===== src/rtl/ir_pkg.sv =====
// rtl/ir_pkg.sv - shared constants and types for the IR key path
// Key width, system clock rate and the dedup state encoding.
package ir_pkg;

  localparam int KEY_W         = 8;
  localparam int CLK_HZ        = 50_000_000;
  localparam int CYCLES_PER_MS = CLK_HZ / 1000;

  typedef enum logic {
    IDLE,
    HOLD
  } dedup_state_t;

  function automatic int ms_to_cycles(input int ms);
    return ms * CYCLES_PER_MS;
  endfunction

endpackage


===== src/rtl/ir_sync_fifo.sv =====
// rtl/ir_sync_fifo.sv - first-word-fall-through FIFO with level counter
// When empty, dout keeps the most recently popped word (zero after reset).
module ir_sync_fifo #(
  parameter int WIDTH = 8,
  parameter int DEPTH = 4
) (
  input  logic                     clk,
  input  logic                     rst,
  input  logic                     push,
  input  logic [WIDTH-1:0]         din,
  input  logic                     pop,
  output logic [WIDTH-1:0]         dout,
  output logic                     full,
  output logic                     empty,
  output logic [$clog2(DEPTH):0]   level
);

  localparam int AW = $clog2(DEPTH);
  localparam int LW = AW + 1;
  localparam logic [LW-1:0] FULL_LEVEL = LW'(DEPTH);

  logic [WIDTH-1:0] mem_q [DEPTH];
  logic [WIDTH-1:0] mem_d [DEPTH];
  logic [AW-1:0]    wr_ptr_q, wr_ptr_d;
  logic [AW-1:0]    rd_ptr_q, rd_ptr_d;
  logic [LW-1:0]    level_q, level_d;
  logic [WIDTH-1:0] hold_q, hold_d;
  logic             do_push, do_pop;

  assign empty = (level_q == '0);
  assign full  = (level_q == FULL_LEVEL);
  assign level = level_q;
  assign dout  = empty ? hold_q : mem_q[rd_ptr_q];

  always_comb begin
    do_pop   = pop & ~empty;
    // A full queue still takes a word when the head leaves in the same cycle.
    do_push  = push & (~full | do_pop);
    mem_d    = mem_q;
    wr_ptr_d = wr_ptr_q;
    rd_ptr_d = rd_ptr_q;
    level_d  = level_q;
    hold_d   = hold_q;
    if (do_push) begin
      mem_d[wr_ptr_q] = din;
      wr_ptr_d        = wr_ptr_q + AW'(1);
    end
    if (do_pop) begin
      hold_d   = mem_q[rd_ptr_q];
      rd_ptr_d = rd_ptr_q + AW'(1);
    end
    if (do_push && !do_pop) begin
      level_d = level_q + LW'(1);
    end else if (!do_push && do_pop) begin
      level_d = level_q - LW'(1);
    end
  end

  always_ff @(posedge clk) begin
    mem_q <= mem_d;
  end

  always_ff @(posedge clk) begin
    if (rst) begin
      wr_ptr_q <= '0;
      rd_ptr_q <= '0;
      level_q  <= '0;
      hold_q   <= '0;
    end else begin
      wr_ptr_q <= wr_ptr_d;
      rd_ptr_q <= rd_ptr_d;
      level_q  <= level_d;
      hold_q   <= hold_d;
    end
  end

endmodule


===== src/rtl/ir_key_queue.sv =====
// rtl/ir_key_queue.sv - queues decoded IR key codes behind a valid/ready port
// Optional repeat-key suppression is enabled by defining IR_KEY_DEDUP_EN.
module ir_key_queue
  import ir_pkg::*;
#(
  parameter int DEPTH          = 4,
  parameter int HOLDOFF_CYCLES = ms_to_cycles(250)
) (
  input  logic                   clk,
  input  logic                   rst,
  input  logic [KEY_W-1:0]       key_in,
  input  logic                   key_done,
  output logic [KEY_W-1:0]       out_key,
  output logic                   out_valid,
  input  logic                   out_ready,
  output logic [$clog2(DEPTH):0] level,
  output logic                   overflow
);

  logic push_req;
  logic fifo_full, fifo_empty;
  logic overflow_q, overflow_d;

`ifdef IR_KEY_DEDUP_EN
  localparam int CW = $clog2(HOLDOFF_CYCLES + 1);

  dedup_state_t     state_q, state_d;
  logic [KEY_W-1:0] last_key_q, last_key_d;
  logic [CW-1:0]    cnt_q, cnt_d;

  always_comb begin
    push_req   = 1'b0;
    state_d    = state_q;
    last_key_d = last_key_q;
    cnt_d      = cnt_q;
    case (state_q)
      IDLE: begin
        if (key_done) begin
          push_req   = 1'b1;
          last_key_d = key_in;
          cnt_d      = '0;
          state_d    = HOLD;
        end
      end
      HOLD: begin
        cnt_d = cnt_q + CW'(1);
        if (key_done) begin
          // Any key, repeated or not, restarts the hold window.
          cnt_d = '0;
          if (key_in != last_key_q) begin
            push_req   = 1'b1;
            last_key_d = key_in;
          end
        end else if (cnt_q == CW'(HOLDOFF_CYCLES - 1)) begin
          state_d = IDLE;
        end
      end
      default: state_d = IDLE;
    endcase
  end

  always_ff @(posedge clk) begin
    if (rst) begin
      state_q    <= IDLE;
      last_key_q <= '0;
      cnt_q      <= '0;
    end else begin
      state_q    <= state_d;
      last_key_q <= last_key_d;
      cnt_q      <= cnt_d;
    end
  end
`else
  logic unused_holdoff;
  assign unused_holdoff = ^HOLDOFF_CYCLES;
  assign push_req       = key_done;
`endif

  ir_sync_fifo #(
    .WIDTH (KEY_W),
    .DEPTH (DEPTH)
  ) u_fifo (
    .clk   (clk),
    .rst   (rst),
    .push  (push_req),
    .din   (key_in),
    .pop   (out_ready),
    .dout  (out_key),
    .full  (fifo_full),
    .empty (fifo_empty),
    .level (level)
  );

  assign out_valid = ~fifo_empty;
  assign overflow  = overflow_q;

  // Full implies non-empty, so out_ready alone tells whether the head frees a slot.
  always_comb begin
    overflow_d = overflow_q | (push_req & fifo_full & ~out_ready);
  end

  always_ff @(posedge clk) begin
    if (rst) begin
      overflow_q <= 1'b0;
    end else begin
      overflow_q <= overflow_d;
    end
  end

endmodule

===== config.mk =====
export PLATFORM = sky130hd
export DESIGN_NAME = ir_key_queue
export DESIGN_NICKNAME = d
export VERILOG_FILES = /design/src/rtl/ir_pkg.sv /design/src/rtl/ir_sync_fifo.sv /design/src/rtl/ir_key_queue.sv
export SDC_FILE = /design/constraint.sdc
export NUM_CORES = 1
export LEC_CHECK = 0
export BUFFER_PORTS_ARGS = -buffer_cell sky130_fd_sc_hd__clkbuf_2
export CAP_MARGIN = 10
export CORE_AREA = 2 2 64 66
export DETAILED_ROUTE_END_ITERATION = 16
export DIE_AREA = 0 0 66 68
export PLACE_DENSITY = 0.8
export SLEW_MARGIN = 20
export SYNTH_ARGS = -nofsm -noshare
export SYNTH_HDL_FRONTEND = slang
export SYNTH_HIERARCHICAL = 1
export SYNTH_SLANG_ARGS = --single-unit

===== constraint.sdc =====
create_clock -name clk -period 2.59 [get_ports clk]
set_input_delay 0.259 -clock clk [delete_from_list [all_inputs] [get_ports clk]]
set_output_delay 0.259 -clock clk [all_outputs]
set_load 0.02 [all_outputs]

**After elaboration in Yosys (flattened, before gate mapping)**

Cells that the tools add are included.

- Muxes and demuxes: 9
- $lt $le $gt $ge: 3
- Div/mod/pow operators: 0
- Equal/unequal tests: 1
- Reduce and logical (&&, ||, !) cells: 7
- Multipliers: 0
- Bitwise logic cells: 11
- Add/sub/neg operators: 4
- Shift operators: 0

Operators by type and width:

| cell | count |
|---|---|
| $bwmux 32 | 1 |
| $mux 8 | 4 |
| $bmux 8 s2 | 1 |
| $demux 8 s2 | 1 |
| $ge 3x3->1 const B | 2 |
| $mux 3 | 2 |
| $not 2->3 | 2 |
| $add 2x1->2 const B | 2 |
| $and 1x1->1 | 4 |
| $add 3x1->3 const B | 1 |
| $eq 3x3->1 const B | 1 |
| $logic_and 1x1->1 | 3 |
| $logic_not 3->1 | 1 |
| $lt 3x1->1 const B | 1 |
| $not 1->1 | 3 |
| $sub 3x1->3 const B | 1 |
| $logic_not 1->1 | 2 |
| $or 1x1->1 | 2 |
| $reduce_bool 2->1 | 1 |

- Latch bits: 0
- Output and inout port bits: 13
- Logic and storage cells: 44
- Memory bits (read-only): 0
- Register bits: 48
- Memories kept: 0
- Input port bits: 12
- Memory bits (writable): 0

**Depth between registers and ports, before layout**

Gate-level depths: netlist of the first run.

- Word-level depth: 9
- Mapped depth: 10
- Mapped depth without buffers: 8

**Hierarchy**

Netlist of the first run, hierarchy kept.

By module, submodules not included:

| module | cells an instance | area an instance (µm²) | times used | seq. area each (µm²) |
|---|---|---|---|---|
| ir_sync_fifo | 132 | 1973.1 | 1 | 1261.2 |
| ir_key_queue | 5 | 40.0 | 1 | 20.0 |

**Worst setup path before layout of the first run**

OpenSTA, ideal clock, no wires.

- Path type: reg2reg
- From: register u_fifo.level_q[0] (netlist: u_fifo/level[0])
- To: register u_fifo.level_q[2] (netlist: u_fifo/level[2])
- Library setup time: 70 ps
- Data arrival time: 2278 ps
- Path buffers: 2
- Cell stages (with the launch flop): 11
- Required time: 2520 ps
- Path slack: 242 ps
- Cells stage by stage: dfxtp_1 o31a_2 buf_6 inv_1 buf_6 ha_1 inv_1 fa_1 xor2_1 or3_1 a21oi_1

- Cells in the longest elaborated chain, start to end: 8
- Elaborated cells on any way between the ends: 16
- Classes of those cells: 2 x add/sub; 1 x eq/ne; 2 x mux; 5 x bitwise; 6 x reduce/logical

RTL lines:

| element | RTL line | text |
|---|---|---|
| start: declaration | ir_sync_fifo.sv:26 | `logic [LW-1:0] level_q, level_d;` |
| start signal: assignment | ir_sync_fifo.sv:72 | `level_q <= level_d;` |
| $logic_not 3->1 | ir_sync_fifo.sv:30 | `assign empty = (level_q == '0);` |
| $not 1->1 | ir_sync_fifo.sv:36 | `do_pop = pop & ~empty;` |
| $and 1x1->1 | ir_sync_fifo.sv:36 |  |
| $or 1x1->1 | ir_sync_fifo.sv:38 | `do_push = push & (~full \| do_pop);` |
| $and 1x1->1 | ir_sync_fifo.sv:38 |  |
| $logic_not 1->1 | ir_sync_fifo.sv:54 | `end else if (!do_push && do_pop) begin` |
| $logic_and 1x1->1 | ir_sync_fifo.sv:54 |  |
| $reduce_bool 2->1 (no line) | - |  |

Parallel ways exist; a longest one is shown, timed or not. The select of a mux whose other input is x is not followed.
A chain may end at the register's enable or synchronous reset.

**Worst setup path after layout of the first run**

- From: register u_fifo.rd_ptr_q[0]
- To: output out_key[3]

- Cells in the longest elaborated chain, start to end: 5

RTL lines:

| element | RTL line | text |
|---|---|---|
| start: declaration | ir_sync_fifo.sv:25 | `logic [AW-1:0] rd_ptr_q, rd_ptr_d;` |
| start signal: assignment | ir_sync_fifo.sv:71 | `rd_ptr_q <= rd_ptr_d;` |
| $not 2->3 (not written as such) | ir_sync_fifo.sv:33 | `assign dout = empty ? hold_q : mem_q[rd_ptr_q];` |
| $bmux 8 s2 | ir_sync_fifo.sv:33 |  |
| $mux 8 (not written as such) (2 in series) | ir_sync_fifo.sv:33 |  |
| $mux 8 | ir_sync_fifo.sv:33 |  |
| end: declaration | ir_key_queue.sv:13 | `output logic [KEY_W-1:0] out_key,` |

No other way between the ends. The select of a mux whose other input is x is not followed.

==> results of run 1 <==
-- report_power, final --
part	switching [mW]	leakage (nW)	total (mW)	internal [mW]
combinational	0.504	0.365	0.917	0.413
sequential	0.115	0.425	1.04	0.929
clock	0.250	0.0404	0.441	0.191
total	0.868	0.830	2.40	1.53
-- final timing paths --
path,start,to,cells after the start
max,u_fifo/rd_ptr_q[0]$_SDFFE_PP0P_,out_key[3],3
min,key_in[2],u_fifo/mem_q[2]$_DFFE_PP_,1
max reg2reg,u_fifo/level[0]$_SDFFE_PP0P_,u_fifo/level[2]$_SDFFE_PP0P_,8
min reg2reg,overflow$_SDFF_PP0_,overflow$_SDFF_PP0_,2
-- routing by layer --
metal | routed length, um | up-vias | part of all wire, %
met5 | 0 | - | 0
met4 | 85 | 0 | 2.5
met3 | 131 | 8 | 3.9
met2 | 1820 | 24 | 54
met1 | 1310 | 526 | 39
li1 | - | 544 | -
-- synth_stat cells --
| cell | instances | area share [%] |
|---|---|---|
| nand3b_1 | 1 | 0.37 |
| and2_1 | 4 | 1.2 |
| nand2_1 | 16 | 3.0 |
| ha_1 | 5 | 3.1 |
| fa_1 | 1 | 0.99 |
| nor3_2 | 1 | 0.50 |
| inv_1 | 8 | 1.5 |
| buf_6 | 3 | 1.7 |
| mux4_2 | 8 | 8.9 |
| xor2_1 | 2 | 0.87 |
| nor3b_2 | 1 | 0.62 |
| clkbuf_2 | 1 | 0.25 |
| o31a_2 | 1 | 0.50 |
| a21oi_1 | 11 | 2.7 |
| or3_1 | 2 | 0.62 |
| a21boi_2 | 1 | 0.56 |
| o21ai_1 | 1 | 0.25 |
| nand2b_1 | 2 | 0.62 |
| mux2i_1 | 2 | 0.99 |
| o21ai_0 | 1 | 0.25 |
| xnor2_1 | 1 | 0.44 |
| nor2_1 | 5 | 0.93 |
| clkbuf_1 | 2 | 0.37 |
| edfxtp_1 | 32 | 48 |
| mux2_2 | 9 | 5.0 |
| dfxtp_1 | 16 | 16 |
-- logic make-up after synthesis --
| logic type | synth area share, % |
|---|---|
| flip-flops | 63.6 |
| AO/OA/AOI/OAI | 4.29 |
| XOR/XNOR | 1.31 |
| buffers and inverters | 3.79 |
| AND/OR/NAND/NOR | 7.89 |
| multiplexers | 15.0 |
| adder cells (fa/ha/maj) | 4.10 |
-- sequential cells by signal, indices dropped and copies added, names as in the netlist --
| name | count |
|---|---|
| u_fifo/mem_q | 32 |
| u_fifo/rd_ptr_q | 2 |
| u_fifo/hold_q | 8 |
| u_fifo/wr_ptr_q | 2 |
| overflow | 1 |
| u_fifo/level | 3 |
-- layout by cell type (no fill, tap or decap), types with 5 or more instances in the layout --
cell | netlist | final
ha_1 | 5 | 5
mux2_2 | 9 | 9
nand2_1 | 16 | 16
dfxtp_1 | 16 | 16
edfxtp_1 | 32 | 32
clkbuf_2 | 1 | 24
nor2_1 | 5 | 5
clkbuf_8 | 0 | 5
mux4_2 | 8 | 8
inv_1 | 8 | 8
a21oi_1 | 11 | 11
-- cell type report --
| class | count | area share (%) |
|---|---|---|
| Clock inverter | 3 | 1.05 |
| Multi-Input combinational cell | 75 | 29.0 |
| Sequential cell | 48 | 56.8 |
| Tap cell | 50 | 2.77 |
| Inverter | 8 | 1.33 |
| Timing Repair Buffer | 26 | 5.99 |
| Clock buffer | 5 | 3.05 |
-- through the flow --
| stage | util [%] | area [sq um] | setup slack, ns | hold WS (ns) | total power, mW |
|---|---|---|---|---|---|
| finish | 58.5 | 2260 | 0.261 | 0.176 | 2.40 |
| global route | 58.5 | 2260 | 0.0752 | 0.164 | 2.56 |
| CTS | 58.5 | 2260 | 0.219 | 0.161 | 2.43 |
| detailed placement | 56.1 | 2160 | 0.328 | 0.443 | 1.98 |
| global placement | 56.1 | 2160 | 0.440 | 0.433 | 1.94 |
| floorplan | - | 2010 | 0.242 | 0.328 | 1.75 |
-- worst register-to-register path: stages, from the launching register on --
cell and delay [ns]:
dfxtp_1 0.50, nor3b_2 0.11, a21boi_2 0.31, ha_1 0.24
inv_1 0.06, fa_1 0.37, xor2_1 0.18, or3_1 0.31
a21oi_1 0.14
==> results.py, run 1 <==
metrics = {
    "grt": {
        "grt_max_degree": 19,
        "grt_usage_pct": 17.5,
        "grt_use_met3_pct": 4.61,
        "antenna_found_initial": 0,
        "met2_usage_pct": 30.6,
        "grt_pass1_wl_um": 5510,
        "gr-max-usage-layer": "met2",
        "grt.overflow.total": 0,
        "use_met1_pct": 19.8,
        "grt_pass1_vias": 1157,
    },
    "die": {
        "num_rows": 23,
        "design.die.area_sq_um": 4490,
        "coreArea_sq_um": 3860,
        "io_pins": 25,
        "initial_core_util_pct": 52.2,
        "fp.dieH_um": 68,
        "die_w_um": 66,
    },
    "yosys": {
        "syn-num-nets": 155,
        "ys_seq_elements": 48,
        "synth_cell_types": 26,
        "syn-cell-area_sq_um": 2010,
        "avgSynthCellArea_sq_um": 14.7,
        "synth.yosys.warnings": 6,
        "postSynthCellCount": 137,
        "synth-seq-area-share_pct": 63.6,
    },
    "clocking": {
        "tritoncts": "done",
        "post_cts_buffers": 0,
        "clock-sinks": 48,
        "worstSkewPairLatency_ns": 0.30,
        "path_clk_slew_ns": 0.09,
        "hold_buffers": 0,
        "cts.repair.resized": 0,
        "numCtsBuffers": 5,
        "clock-root-buffer": "clkbuf_8",
        "clock_path_buffers": 2,
        "htreeDepth": 2,
    },
    "pwr": {
        "ir_drop_mv": 0.580,
        "power.density_nw_per_um2": 1060,
        "p_leak_nw": 0.830,
    },
    "finish": {
        "nFillCells": 310,
        "area_growth_pct": 12.1,
        "register_area_sq_um": 1280,
        "nets": 182,
        "final_layout_size_suffix_gt1_share_pct": 33.3,
        "multi_input_area_sq_um": 656,
        "final_cells": 215,
        "antenna_cells": 0,
    },
    "sta": {
        "skew_ns": 0.00846,
        "rsz0062_at_grt": "no",
        "setup_viol": 0,
        "slew-limit-headroom_pct": 54.0,
        "hold_viol_final": 0,
        "finalCritPeriodShare_pct": 89.9,
        "clock.fmax_mhz": 429,
        "worstMarginPinSlew_ns": 0.686,
        "tns_ns": 0,
        "slew_viol_final": 0,
        "layout_min_cycle_time_ns": 2.33,
    },
    "setup_path": {
        "critPathArrivalTime_ns": 2.07,
        "critPathMaxFanout": 10,
        "slowest_delay_ns": 0.70,
        "worst_setup_path_end_kind": "output port",
        "cp_top_family": "multiplexers",
        "cp.required_ns": 2.33,
        "critPathKind": "register to output port",
        "worst-r2r-setup-slack_ns": 0.31,
        "crit_chain": "mux4_2 > mux2_2 > clkbuf_2",
        "slowest_stage": "dfxtp_1",
        "start_kind": "register",
        "cp.buffers_inverters": 1,
    },
    "routing": {
        "vias_per_cell": 5.13,
        "drtAntennaViolNets": 0,
        "dr.pass1.iters": 4,
        "drtIter0Drc": 50,
        "routed_wl_um": 3350,
        "wl_per_cell_um": 15.6,
        "drc": 0,
        "num_vias": 1102,
    },
    "hold_path": {
        "hp-class": "input port to register",
    },
    "placement": {
        "port_buffers": 24,
        "dp_cells": 207,
        "gp_congestion": 0.743,
        "dpl.hpwl_um": 2440,
    },
    "outcome": {
        "status": "finished, final reports clean",
    },
    "flow_run": {
        "drv_cap": 0,
    },
}
Power figures use the tool's default switching activity.
==> inputs of run 2 (changes only) <==
--- a/config.mk
+++ b/config.mk
@@ -7,9 +7,9 @@
 export LEC_CHECK = 0
 export BUFFER_PORTS_ARGS = -buffer_cell sky130_fd_sc_hd__clkbuf_2
 export CAP_MARGIN = 10
-export CORE_AREA = 2 2 64 66
+export CORE_AREA = 2 2 76 56
 export DETAILED_ROUTE_END_ITERATION = 16
-export DIE_AREA = 0 0 66 68
+export DIE_AREA = 0 0 78 58
 export PLACE_DENSITY = 0.8
 export SLEW_MARGIN = 20
 export SYNTH_ARGS = -nofsm -noshare
==> results.py, run 2 (synthesis results as in run 1) <==
metrics = {
    "outcome": {
        "status": "finished, final reports clean",
    },
    "sta": {
        "slew-limit-headroom_pct": 52.2,
        "clock.fmax_mhz": 434,
        "finalCritPeriodShare_pct": 89.0,
        "setup_viol": 0,
        "hold_viol_final": 0,
        "skew_ns": 0.00915,
        "layout_min_cycle_time_ns": 2.31,
        "worstMarginPinSlew_ns": 0.713,
        "rsz0062_at_grt": "no",
        "tns_ns": 0,
        "slew_viol_final": 0,
    },
    "pwr": {
        "ir_drop_mv": 0.514,
        "p_leak_nw": 0.845,
        "power_mw": 2.51,
        "power.density_nw_per_um2": 1100,
    },
    "die": {
        "num_rows": 19,
        "io_pins": 25,
        "fp.dieH_um": 58,
        "initial_core_util_pct": 52.9,
        "die_w_um": 78,
        "design.die.area_sq_um": 4520,
        "coreArea_sq_um": 3800,
    },
    "routing": {
        "routed_wl_um": 3640,
        "drc": 0,
        "drtIter0Drc": 79,
        "vias_per_cell": 5.11,
        "drtAntennaViolNets": 0,
        "num_vias": 1108,
        "wl_per_cell_um": 16.8,
        "dr.pass1.iters": 4,
    },
    "finish": {
        "finish.instance_area_sq_um": 2280,
        "top_register": "u_fifo/mem_q",
        "antenna_cells": 0,
        "final_layout_size_suffix_gt1_share_pct": 32.7,
        "nets": 182,
        "layout_commonest_cell": "edfxtp_1",
        "mostFrequentLayoutCells": "32 x edfxtp_1, 24 x clkbuf_2, 16 x dfxtp_1, 16 x nand2_1, 11 x a21oi_1",
        "area_growth_pct": 13.2,
        "largest_reg_flops": 32,
    },
    "hold_path": {
        "min_from": "key_in[4]",
        "hp-class": "input port to register",
    },
    "flow_run": {
        "drv_cap": 0,
    },
    "grt": {
        "grt_pass1_vias": 1194,
        "antenna_found_initial": 0,
        "grt_max_degree": 19,
        "grt_pass1_wl_um": 5800,
        "grt.overflow.total": 0,
        "grt_usage_pct": 17.7,
    },
    "clocking": {
        "post_cts_buffers": 0,
        "clock-root-buffer": "clkbuf_8",
        "tritoncts": "done",
        "clock-sinks": 48,
        "worstSkewPairLatency_ns": 0.30,
        "hold_buffers": 0,
        "cts.repair.resized": 0,
        "path_clk_slew_ns": 0.09,
        "clock_path_buffers": 2,
        "htreeDepth": 2,
        "numCtsBuffers": 5,
    },
    "setup_path": {
        "reg2reg_from": "u_fifo/level[0]$_SDFFE_PP0P_",
        "worst-r2r-setup-slack_ns": 0.28,
        "critPathArrivalTime_ns": 2.54,
        "rr_endpoint": "u_fifo/level[2]$_SDFFE_PP0P_",
        "worst_setup_path_end_kind": "register",
        "start_kind": "register",
        "worstSetupEndpoint": "u_fifo/level[2]$_SDFFE_PP0P_",
        "critPathMaxFanout": 7,
        "rr_worst_depth": 8,
        "critPathKind": "register to register",
        "cp.required_ns": 2.82,
        "startpoint": "u_fifo/level[0]$_SDFFE_PP0P_",
    },
    "placement": {
        "gp_congestion": 0.739,
        "dpl_cell_area_sq_um": 2170,
        "port_buffers": 24,
        "dpl.hpwl_um": 2520,
    },
}
==> run 2: routing by layer <==
layer	up-vias	GRT usage, %	routed length (um)	part of all wire, %
li1	544	-	-	-
met2	29	28.9	1710	47
met3	7	4.83	192	5.3
met4	0	7.02	48	1.3
met1	528	23.1	1690	47
met5	-	0	0	0
==> run 2: worst min-delay path by stage <==
stage          cells past startpoint                         end
2_1_floorplan                      1         overflow$_SDFF_PP0_
3_3_place_gp                       2         overflow$_SDFF_PP0_
3_5_place_dp                       2         overflow$_SDFF_PP0_
4_1_cts                            1  u_fifo/mem_q[12]$_DFFE_PP_
5_1_grt                            1  u_fifo/mem_q[21]$_DFFE_PP_
6_report                           1  u_fifo/mem_q[12]$_DFFE_PP_
==> run 2: final cells by class <==
class,instances,area [sq um]
clock buffer,5,68.8
tap,52,65.1
timing repair buffer,26,135
sequential,48,1280
clock inverter,3,42.5
fill,305,1530
multi-input combinational,75,656
inverter,8,30.0
==> run 2: critical path, cell delays in order (launching register included) <==
cell      delay (ns)
dfxtp_1         0.49
nor3b_2         0.10
a21boi_2        0.32
ha_1            0.24
inv_1           0.06
fa_1            0.38
xor2_1          0.18
or3_1           0.31
a21oi_1         0.15
==> run 2: where the power goes <==
part | switching [mW] | internal (mW)
Combinational | 0.552 | 0.414
Sequential | 0.0813 | 0.929
Clock | 0.248 | 0.286
==> run 2: stage by stage <==
stage	worst slack, ns	util, %	hold slack (ns)	std cells
detailed placement	0.306	57.0	0.448	209
finish	0.284	59.9	0.167	217
CTS	0.293	59.9	0.166	217
global placement	0.442	57.0	0.433	209
global route	0.180	59.9	0.166	217
floorplan	0.242	-	0.328	137
==> inputs of run 3 (changes only) <==
--- a/config.mk
+++ b/config.mk
@@ -7,10 +7,10 @@
 export LEC_CHECK = 0
 export BUFFER_PORTS_ARGS = -buffer_cell sky130_fd_sc_hd__clkbuf_2
 export CAP_MARGIN = 10
-export CORE_AREA = 2 2 76 56
+export CORE_AREA = 2 2 79 58
 export DETAILED_ROUTE_END_ITERATION = 16
-export DIE_AREA = 0 0 78 58
-export PLACE_DENSITY = 0.8
+export DIE_AREA = 0 0 81 60
+export PLACE_DENSITY = 0.78
 export SLEW_MARGIN = 20
 export SYNTH_ARGS = -nofsm -noshare
 export SYNTH_HDL_FRONTEND = slang
==> constraint.sdc (replaced) <==
create_clock -name clk -period 2 [get_ports clk]
set_input_delay 0.2 -clock clk [delete_from_list [all_inputs] [get_ports clk]]
set_output_delay 0.2 -clock clk [all_outputs]
set_load 0.02 [all_outputs]
==> results.py, run 3 (synthesis results as in run 1) <==
metrics = {
    "die": {
        "die_w_um": 81,
        "num_rows": 20,
        "io_pins": 25,
        "coreArea_sq_um": 4150,
        "design.die.area_sq_um": 4860,
        "fp.dieH_um": 60,
        "initial_core_util_pct": 48.5,
    },
    "routing": {
        "drtAntennaViolNets": 0,
        "num_vias": 1206,
        "drtIter0Drc": 39,
        "routed_wl_um": 3820,
        "vias_per_cell": 5.27,
        "drc": 0,
        "wl_per_cell_um": 16.7,
        "dr.pass1.iters": 4,
    },
    "finish": {
        "area_growth_pct": 20.1,
        "layout_commonest_cell": "edfxtp_1",
        "top_register": "u_fifo/mem_q",
        "final_layout_size_suffix_gt1_share_pct": 40.2,
        "nets": 191,
        "final_cells": 229,
        "finish.instance_area_sq_um": 2420,
        "mostFrequentLayoutCells": "32 x edfxtp_1, 20 x clkbuf_2, 16 x nand2_1",
        "largest_reg_flops": 32,
        "nFillCells": 338,
        "antenna_cells": 0,
    },
    "sta": {
        "skew_ns": 0.00729,
        "clock.fmax_mhz": 487,
        "layout_min_cycle_time_ns": 2.05,
        "worstMarginPinSlew_ns": 0.455,
        "hold_viol_final": 0,
        "rsz0062_at_grt": "yes",
        "slew_viol_final": 0,
        "setup_viol": 1,
        "slew-limit-headroom_pct": 69.6,
        "worst_slack_ns": -0.0521,
        "finalCritPeriodShare_pct": 103,
    },
    "setup_path": {
        "critPathArrivalTime_ns": 2.27,
        "reg2reg_from": "u_fifo/level[2]$_SDFFE_PP0P_",
        "worst_setup_path_end_kind": "register",
        "startpoint": "u_fifo/level[2]$_SDFFE_PP0P_",
        "cp.required_ns": 2.21,
        "start_kind": "register",
        "rr_endpoint": "u_fifo/level[2]$_SDFFE_PP0P_",
        "critPathMaxFanout": 4,
        "worst-r2r-setup-slack_ns": -0.05,
        "critPathKind": "register to register",
        "rr_worst_depth": 8,
    },
    "hold_path": {
        "min_to": "u_fifo/mem_q[13]$_DFFE_PP_",
        "hp-class": "input port to register",
        "min_from": "key_in[5]",
        "hold_depth": 1,
    },
    "grt": {
        "grt_pass1_wl_um": 5600,
        "grt_max_degree": 19,
        "grt_usage_pct": 16.6,
        "grt.overflow.total": 0,
        "antenna_found_initial": 0,
        "grt_pass1_vias": 1189,
    },
    "clocking": {
        "clock_path_buffers": 2,
        "path_clk_slew_ns": 0.08,
        "htreeDepth": 2,
        "clock-sinks": 48,
        "tritoncts": "done",
        "worstSkewPairLatency_ns": 0.29,
        "numCtsBuffers": 5,
        "clock-root-buffer": "clkbuf_8",
        "hold_buffers": 0,
    },
    "pwr": {
        "ir_drop_mv": 0.818,
        "p_leak_nw": 0.909,
        "power_mw": 3.46,
        "power.density_nw_per_um2": 1430,
    },
    "outcome": {
        "status": "finished, violations left",
        "violations": "negative setup slack",
    },
    "placement": {
        "gp_congestion": 0.691,
        "post-place-ws_ns": -0.00103,
        "dpl.hpwl_um": 2590,
        "port_buffers": 24,
        "dp_cells": 215,
        "dpl_cell_area_sq_um": 2230,
    },
    "flow_run": {
        "drv_cap": 0,
    },
}
run 3: worst max-delay path: stages, from the launching register on:
cell and delay [ns]:
dfxtp_4 0.36, nor3b_2 0.16, a21boi_2 0.22, ha_4 0.17, inv_1 0.05, fa_2 0.35
xor2_1 0.17, or3_1 0.33, a21oi_1 0.16
run 3: metrics by stage:
step,TNS [ns],utilization (%),hold slack [ns]
global route,-0.0597,58.2,0.122
CTS,0,56.4,0.117
floorplan,-0.152,-,0.269
finish,-0.0521,58.2,0.127
detailed placement,-0.00103,53.7,0.424
global placement,0,53.7,0.412
run 3: how the worst max path moves through the flow:
stage | slack [ns] | end | cells past startpoint
floorplan | -0.15 | u_fifo/level[2]$_SDFFE_PP0P_ | 10
global route | -0.06 | u_fifo/level[2]$_SDFFE_PP0P_ | 8
global placement | 0.09 | u_fifo/level[2]$_SDFFE_PP0P_ | 8
CTS | 0.01 | u_fifo/level[2]$_SDFFE_PP0P_ | 8
detailed placement | -0.001 | u_fifo/level[2]$_SDFFE_PP0P_ | 8
finish | -0.05 | u_fifo/level[2]$_SDFFE_PP0P_ | 8
run 3: report_power, final:
part | internal, mW | total, mW | switching, mW | leakage, nW
logic | 0.795 | 1.58 | 0.790 | 0.439
registers | 1.22 | 1.34 | 0.114 | 0.428
clock network | 0.246 | 0.539 | 0.293 | 0.0422
total | 2.26 | 3.46 | 1.20 | 0.909
run 3: cell type report:
| cell class | instances | area (sq um) | share of cell area (%) |
|---|---|---|---|
| flip-flops and latches | 48 | 1290 | 53.5 |
| multi-input cells | 75 | 689 | 28.5 |
| repair buffers | 35 | 251 | 10.4 |
| clock buffers | 7 | 76.3 | 3.16 |
| well taps | 55 | 68.8 | 2.85 |
| inverters | 8 | 32.5 | 1.35 |
| clock inverters | 1 | 5.00 | 0.207 |
run 3: repair_timing:
item	CTS	global route
endpoints found under the setup margin	3	6
pin swaps	2	2
resized for setup	1	17
buffers inserted	4	1
cloned	0	1
run 3: metal layers:
metal	vias to the layer above	track usage (%)	part of all wire (%)
met5	-	0	0
met4	0	5.81	0.63
met3	2	4.08	4.9
met2	35	29.6	52
met1	609	19.7	42
li1	560	-	-
